==> config.mk <==
export PLATFORM = sky130hd
export DESIGN_NAME = sar_search
export DESIGN_NICKNAME = d
export VERILOG_FILES = /design/src/rtl/cmp_pkg.sv /design/src/rtl/sar_search.sv
export SDC_FILE = /design/constraint.sdc
export NUM_CORES = 1
export LEC_CHECK = 0
export BUFFER_PORTS_ARGS = -buffer_cell sky130_fd_sc_hd__buf_4
export CAP_MARGIN = 20
export CORE_MARGIN = 4
export CORE_UTILIZATION = 51
export CTS_CLUSTER_DIAMETER = 30
export CTS_CLUSTER_SIZE = 10
export DETAILED_ROUTE_END_ITERATION = 6
export PLACE_DENSITY = 0.76
export SLEW_MARGIN = 5
export SYNTH_ARGS = -nofsm -noshare
export SYNTH_HDL_FRONTEND = slang
export SYNTH_SLANG_ARGS = --single-unit
==> constraint.sdc <==
create_clock -name clk -period 2.3 [get_ports clk]
set_input_delay 0.345 -clock clk [delete_from_list [all_inputs] [get_ports clk]]
set_output_delay 0.345 -clock clk [all_outputs]
set_load 0.02 [all_outputs]
==> src/rtl/cmp_pkg.sv <==
// ============================================================================
// Module : cmp_pkg
// Brief  : Relation codes and search-state encoding shared by the
//          magnitude-comparator initiator, responder and benches.
// Rev    : 1.0  initial release
// ============================================================================
`default_nettype none

package cmp_pkg;

    localparam logic [1:0] CMP_EQ  = 2'b00;
    localparam logic [1:0] CMP_LT  = 2'b01;
    localparam logic [1:0] CMP_GT  = 2'b10;
    localparam logic [1:0] CMP_BAD = 2'b11;

    typedef enum logic [1:0] {
        IDLE  = 2'd0,
        PROBE = 2'd1,
        DONE  = 2'd2
    } state_e;

endpackage

`default_nettype wire

==> src/rtl/sar_search.sv <==
// ============================================================================
// Module : sar_search
// Brief  : Successive-approximation search engine; issues MSB-first probes to
//          an external comparator and narrows onto the hidden target.
//          Optional probe counter output enabled by SAR_PROBE_CNT_EN.
// Rev    : 1.0  initial release
// ============================================================================
`default_nettype none

module sar_search
    import cmp_pkg::*;
#(
    parameter int WIDTH = 4
) (
    input  logic             clk,
    input  logic             rst_n,
    input  logic             start,
    output logic             probe_valid,
    output logic [WIDTH-1:0] probe_data,
    input  logic             cmp_valid,
    input  logic [1:0]       cmp_code,
    output logic             busy,
    output logic             done,
    output logic [WIDTH-1:0] result,
    output logic             err
`ifdef SAR_PROBE_CNT_EN
    ,
    output logic [$clog2(WIDTH+1)-1:0] probe_cnt
`endif
);

    localparam int c_idx_w = $clog2(WIDTH);

    localparam logic [1:0] c_st_idle  = IDLE;
    localparam logic [1:0] c_st_probe = PROBE;
    localparam logic [1:0] c_st_done  = DONE;

    localparam logic [c_idx_w-1:0] c_idx_top  = c_idx_w'(WIDTH - 1);
    localparam logic [c_idx_w-1:0] c_idx_zero = '0;
    localparam logic [c_idx_w-1:0] c_idx_one  = c_idx_w'(1);
    localparam logic [WIDTH-1:0]   c_probe_init = {1'b1, {(WIDTH-1){1'b0}}};

    logic [1:0]         r_state;
    logic [c_idx_w-1:0] r_idx;
    logic [WIDTH-1:0]   r_probe;
    logic [WIDTH-1:0]   r_result;
    logic               r_err;
    logic [WIDTH-1:0]   w_upd;
    logic [WIDTH-1:0]   w_next;

    // w_upd resolves the current bit; w_next also arms the next lower trial bit.
    always_comb begin
        w_upd = r_probe;
        if (cmp_code == CMP_GT) begin
            w_upd[r_idx] = 1'b0;
        end
        w_next = w_upd;
        if (r_idx != c_idx_zero) begin
            w_next[r_idx - c_idx_one] = 1'b1;
        end
    end

    always_ff @(posedge clk or negedge rst_n) begin
        if (!rst_n) begin
            r_state  <= c_st_idle;
            r_idx    <= c_idx_top;
            r_probe  <= '0;
            r_result <= '0;
            r_err    <= 1'b0;
        end else begin
            case (r_state)
                c_st_idle: begin
                    if (start) begin
                        r_state <= c_st_probe;
                        r_probe <= c_probe_init;
                        r_idx   <= c_idx_top;
                        r_err   <= 1'b0;
                    end
                end
                c_st_probe: begin
                    if (cmp_valid) begin
                        case (cmp_code)
                            CMP_EQ: begin
                                r_result <= r_probe;
                                r_state  <= c_st_done;
                            end
                            CMP_BAD: begin
                                r_err    <= 1'b1;
                                r_result <= '0;
                                r_state  <= c_st_done;
                            end
                            CMP_GT, CMP_LT: begin
                                if (r_idx == c_idx_zero) begin
                                    r_result <= w_upd;
                                    r_state  <= c_st_done;
                                end else begin
                                    r_probe <= w_next;
                                    r_idx   <= r_idx - c_idx_one;
                                end
                            end
                            default: r_state <= c_st_done;
                        endcase
                    end
                end
                c_st_done: r_state <= c_st_idle;
                default:   r_state <= c_st_idle;
            endcase
        end
    end

`ifdef SAR_PROBE_CNT_EN
    localparam int c_cnt_w = $clog2(WIDTH + 1);
    localparam logic [c_cnt_w-1:0] c_cnt_one = c_cnt_w'(1);

    logic [c_cnt_w-1:0] r_cnt;

    always_ff @(posedge clk or negedge rst_n) begin
        if (!rst_n) begin
            r_cnt <= '0;
        end else if (r_state == c_st_idle && start) begin
            r_cnt <= '0;
        end else if (r_state == c_st_probe && cmp_valid) begin
            r_cnt <= r_cnt + c_cnt_one;
        end
    end

    assign probe_cnt = r_cnt;
`endif

    assign busy        = (r_state == c_st_probe);
    assign probe_valid = (r_state == c_st_probe);
    assign done        = (r_state == c_st_done);
    assign probe_data  = r_probe;
    assign result      = r_result;
    assign err         = r_err;

endmodule

`default_nettype wire
Yosys cells after proc, flatten, opt, wreduce, memory -nomap -nowiden
Index checks and enable logic that the tools add are counted.
{"block": "classes", "add_sub_neg": 1, "magnitude_cmp": 4, "eq_ne": 12, "n_mux": 27, "bitwise": 3, "reduce_logical": 13}
{"op": "$mux 4", "n": 7}
{"op": "$mux 2", "n": 7}
{"op": "$pmux 2 s2", "n": 3}
{"op": "$pmux 4 s3", "n": 1}
{"op": "$ne 2x2->1 const B", "n": 4}
{"op": "$pmux 4 s2", "n": 1}
{"op": "$eq 2x2->1 const B", "n": 3}
{"op": "$logic_not 2->1", "n": 3}
{"op": "$lt 2x3->1 const B", "n": 2}
{"op": "$reduce_and 3->1", "n": 2}
{"op": "$mux 1", "n": 5}
{"op": "$reduce_and 5->1", "n": 1}
{"op": "$and 4x4->4", "n": 1}
{"op": "$demux 1 s2", "n": 2}
{"op": "$eq 2x1->1 const B", "n": 2}
{"op": "$ge 2x1->1 const B", "n": 2}
{"op": "$ne 2x1->1 const B", "n": 2}
{"op": "$not 4->4", "n": 1}
{"op": "$or 4x4->4", "n": 1}
{"op": "$reduce_and 4->1", "n": 1}
{"op": "$reduce_bool 2->1", "n": 2}
{"op": "$reduce_or 2->1", "n": 2}
{"op": "$ne 3x3->1 const B", "n": 1}
{"op": "$logic_and 1x1->1", "n": 2}
{"op": "2 further kinds", "n": 2}
{"block": "totals", "regBits": 13, "in_bits": 6, "out_inout_bits": 12, "word_cells": 65}

Depth between registers and ports, before layout
{"block": "logic_depth", "ltp_word": 13, "depth_mapped": 5, "ltp_nobuf": 5}

Worst setup path before layout
OpenSTA, ideal clock, no wires.
{"block": "synth_path", "kind": "register to register", "startpoint": "register r_idx[0]", "endpoint": "register r_result[2] (netlist: result[2])", "setup_ns": 0.125, "t_arrival_ns": 1.497, "required_time_ns": 2.175, "path_slack_ns": 0.678, "stages_incl_launch_ff": 6, "n_path_buf": 0, "period_less_slack_ns": 1.622, "path_cell_list": "dfstp_2 > inv_1 > ha_1 > nand2b_1 > nand3_4 > mux2_4"}
{"block": "synth_between", "elab_chain_cells": 9, "elab_cells_between_ends": 13, "cone_classes": "order compare (2); eq/ne (1); mux (5); bitwise (2); reduce/logical (3)"}
{"item": "start, declared", "line": "sar_search.sv:44", "text": "logic [c_idx_w-1:0] r_idx;"}
{"item": "start signal, assigned", "line": "sar_search.sv:66", "text": "r_idx <= c_idx_top;"}
{"item": "start signal, assigned", "line": "sar_search.sv:76", "text": "r_idx <= c_idx_top;"}
{"item": "start signal, assigned", "line": "sar_search.sv:98", "text": "r_idx <= r_idx - c_idx_one;"}
{"item": "$lt 2x3->1 (not written as such) or $ge 2x1->1 (tied branches)", "line": "sar_search.sv:55", "text": "w_upd[r_idx] = 1'b0;"}
{"item": "$logic_and 1x1->1 (not written as such)", "line": "sar_search.sv:55"}
{"item": "$mux 1 (not written as such)", "line": "sar_search.sv:55"}
{"item": "$demux 1 s2", "line": "sar_search.sv:55"}
{"item": "$not 4->4 (no line)"}
{"item": "$and 4x4->4 (no line)"}
{"item": "$mux 4", "line": "sar_search.sv:54", "text": "if (cmp_code == CMP_GT) begin"}
{"item": "$mux 4", "line": "sar_search.sv:93", "text": "if (r_idx == c_idx_zero) begin"}
{"item": "$pmux 4 s3", "line": "sar_search.sv:82", "text": "case (cmp_code)"}
{"item": "end signal, assigned", "line": "sar_search.sv:84", "text": "r_result <= r_probe;"}
{"item": "end signal, assigned", "line": "sar_search.sv:94", "text": "r_result <= w_upd;"}
{"item": "end, declared", "line": "sar_search.sv:46", "text": "logic [WIDTH-1:0] r_result;"}
Parallel ways exist; a longest one is shown, timed or not. The select of a mux whose other input is x is not followed.
A chain may end at the register's enable or synchronous reset.

Final worst setup path
{"block": "layout_path", "startpoint": "register r_idx[0]", "endpoint": "register r_probe[0] (netlist: probe_data[0])"}
{"block": "layout_between", "elab_chain_cells": 13, "elab_cells_between_ends": 24, "cone_classes": "add/sub (1); order compare (4); eq/ne (1); mux (10); bitwise (3); reduce/logical (5)"}
{"item": "branches (longest 13 deep; another with $lt 2x3->1)"}
{"item": "end signal, assigned", "line": "sar_search.sv:75", "text": "r_probe <= c_probe_init;"}
{"item": "end signal, assigned", "line": "sar_search.sv:97", "text": "r_probe <= w_next;"}
{"item": "end, declared", "line": "sar_search.sv:45", "text": "logic [WIDTH-1:0] r_probe;"}
Several ways; the timed one is not identified. The select of a mux whose other input is x is not followed.

==> results.cfg <==
[run_status]
status = completed

[logic_synthesis]
syn_avg_cell_area_um2 = 10.3
seq_area_frac_synth_pct = 40.4
synthesis.nets = 92
netlist_instances = 79
synth_area_leader_cell = dfrtp_1
ys_top_cells_by_area = dfrtp_1 (34%), ha_1 (11%), dfstp_2 (6.5%), inv_1 (5.1%), a21boi_0 (3.7%)
ys_seq_elements = 13
synth_area_um2 = 811
synth_top_area_share_pct = 34.0
ys_types = 30
synth_warnings = 0

[critical_path]
reg2reg_slack_ns = 0.52
critPathCaptureType = flip-flop
critPathRequiredTime_ns = 2.44
crit_fanout = 8
critPathArrivalTime_ns = 1.92
crit_slowest_cell = dfstp_2
cp-start-kind = flip-flop
critical_path.max_stage_delay_ns = 0.58
path_class = flip-flop to flip-flop
cp_cell_sequence = inv_1, ha_1, nand4b_1, a21oi_1, o221ai_1

[timing]
fin_crit_sh_pct = 77.2
rsz0062_at_grt = false
relSlewSlack_pct = 74.7
min_period_ns = 1.78
skew_ns = 0.00415
max_freq_mhz = 563
slew_violations = 0
hold_viol = 0
setup_violations = 0
worst_pin_slew_ns = 0.380
finalSetupTns_ns = 0

[finish]
layout-drive-gt1-share_pct = 25.5
n_fill_cell = 136
most-common-layout-cells = buf_4 (17), inv_1 (11), dfrtp_1 (11)
antenna_cells = 0
layoutNonFillerInstCount = 114
syn2layout_area_growth_pct = 19.0
nets = 112
layout_commonest_cell = buf_4

[route]
drt_iter0_markers = 8
drcViolationCount = 0
vias_per_cell = 5.60
wl_per_cell_um = 14.3
first_pass_iters = 4
routed_wl_mm = 1.63
drtAntennaViolNets = 0
vias = 638

[power_and_ir_drop]
power.leakage_nw = 0.481
peakVddDrop_mv = 0.693
power.density_nw_per_um2 = 1180
finalPower_w = 0.00114

[clock_network]
numCtsBuffers = 3
root_buffer = clkbuf_4
htree_num_levels = 1
cts_resized = 0
clkLatencyLatePin_ns = 0.27
numClockSinks = 13
clockBufferDepth = 2
cts.reportedPaths.clkPinSlew_ns = 0.08
cts_tree = done

[min_path]
min_path_type = primary input to flip-flop

[global_route]
antenna_found_initial = 0
grt_pass1_vias = 605
grt_usage_pct = 16.8
grt_max_degree = 14
grt.overflow.total = 0
grt_pass1_wl_mm = 2.68

[placement]
place_congestion = 0.809
io_buffers = 17
dp.cells = 109
place_hpwl_mm = 1.23

[die]
die_w_um = 47.9
coreArea_um2 = 1510
dieArea_um2 = 2290
start_util_pct = 53.8
rows = 14
ios = 18
die_h_um = 47.9

[flow_run]
drv_cap = 0
-- worst paths after layout --
kind,startpoint,end,depth (start not counted)
max in group asynchronous,rst_n,r_idx[1],2
min in group asynchronous,rst_n,probe_data[3],2
min reg2reg,result[1],result[1],1
min,cmp_valid,r_state[0],2
max reg2reg,r_idx[0],probe_data[0],5
max,r_idx[0],probe_data[0],5
-- critical path: cells and delay by family (launching register included) --
kind	cells	cell delay, ns
AO/OA/AOI/OAI	2	0.50
adder cells (fa/ha/maj)	1	0.28
buffers and inverters	1	0.09
flip-flops	1	0.58
AND/OR/NAND/NOR	1	0.19
-- cells by family after synthesis --
family	Yosys count	share of synthesized area, %
buffers and inverters	14	8.80
AOI/OAI and AO/OA	20	18.1
DFF	13	40.4
and+or+nand+nor	21	16.2
muxes	4	5.71
adders and majority gates	7	10.8
-- cell usage after synthesis, drive strengths merged --
cell type,number
o21a,1
nand2,4
dfstp,2
nand4b,1
and3b,1
or3,1
o211ai,1
a31oi,1
nor2b,3
nand4,3
mux2,2
a21boi,4
nor2,3
o2bb2ai,2
buf,3
a21oi,2
o2111ai,2
o21ai,3
mux2i,2
inv,11
o221ai,2
nand3,1
dfrtp,11
a22o,1
nand2b,3
ha,7
a311oi,1
and2b,1
-- layer usage --
layer	vias up	GRT usage (%)	share of wire, %	routed length (um)
met4	0	6.45	1.3	22
li1	318	-	-	-
met3	4	3.38	4.8	78
met5	-	0	0	0
met1	301	21.6	46	753
met2	15	27.4	48	777
-- stage by stage --
step           util (%)  cell area [um^2]  hold WS (ns)  setup WS (ns)
4_1_cts            64.0               965         0.321          0.508
2_1_floorplan         -               811        0.0494          0.678
5_1_grt            64.0               965         0.327          0.331
3_5_place_dp       61.6               928         0.200          0.532
6_report           64.0               965         0.332          0.525
3_3_place_gp       61.6               928         0.198          0.590
-- sequential cells by signal, indices dropped and copies added (netlist names) --
register and flops:
r_idx 2, r_state 2, result 4, probe_data 4, err 1
-- power breakdown --
group          internal, W  switching (W)  total, W
Combinational     0.000263       0.000313  0.000576
Clock            0.0000672      0.0000763  0.000143
Sequential        0.000332      0.0000920  0.000424
-- area by class of cell --
| cell class | count | area, um^2 | area share (%) |
|---|---|---|---|
| Timing Repair Buffer | 18 | 138 | 14.3 |
| Tap cell | 16 | 20.0 | 2.08 |
| Sequential cell | 13 | 328 | 34.0 |
| Multi-Input combinational cell | 52 | 412 | 42.7 |
| Inverter | 11 | 41.3 | 4.28 |
| Clock buffer | 4 | 26.3 | 2.72 |
-- timing repair --
item / in CTS / in global routing
hold endpoints to repair: 11 / 0
buffers inserted: 0 / 0
endpoints found under the setup margin: 0 / 0
hold buffers: 1 / 0
Power figures use the tool's default switching activity.
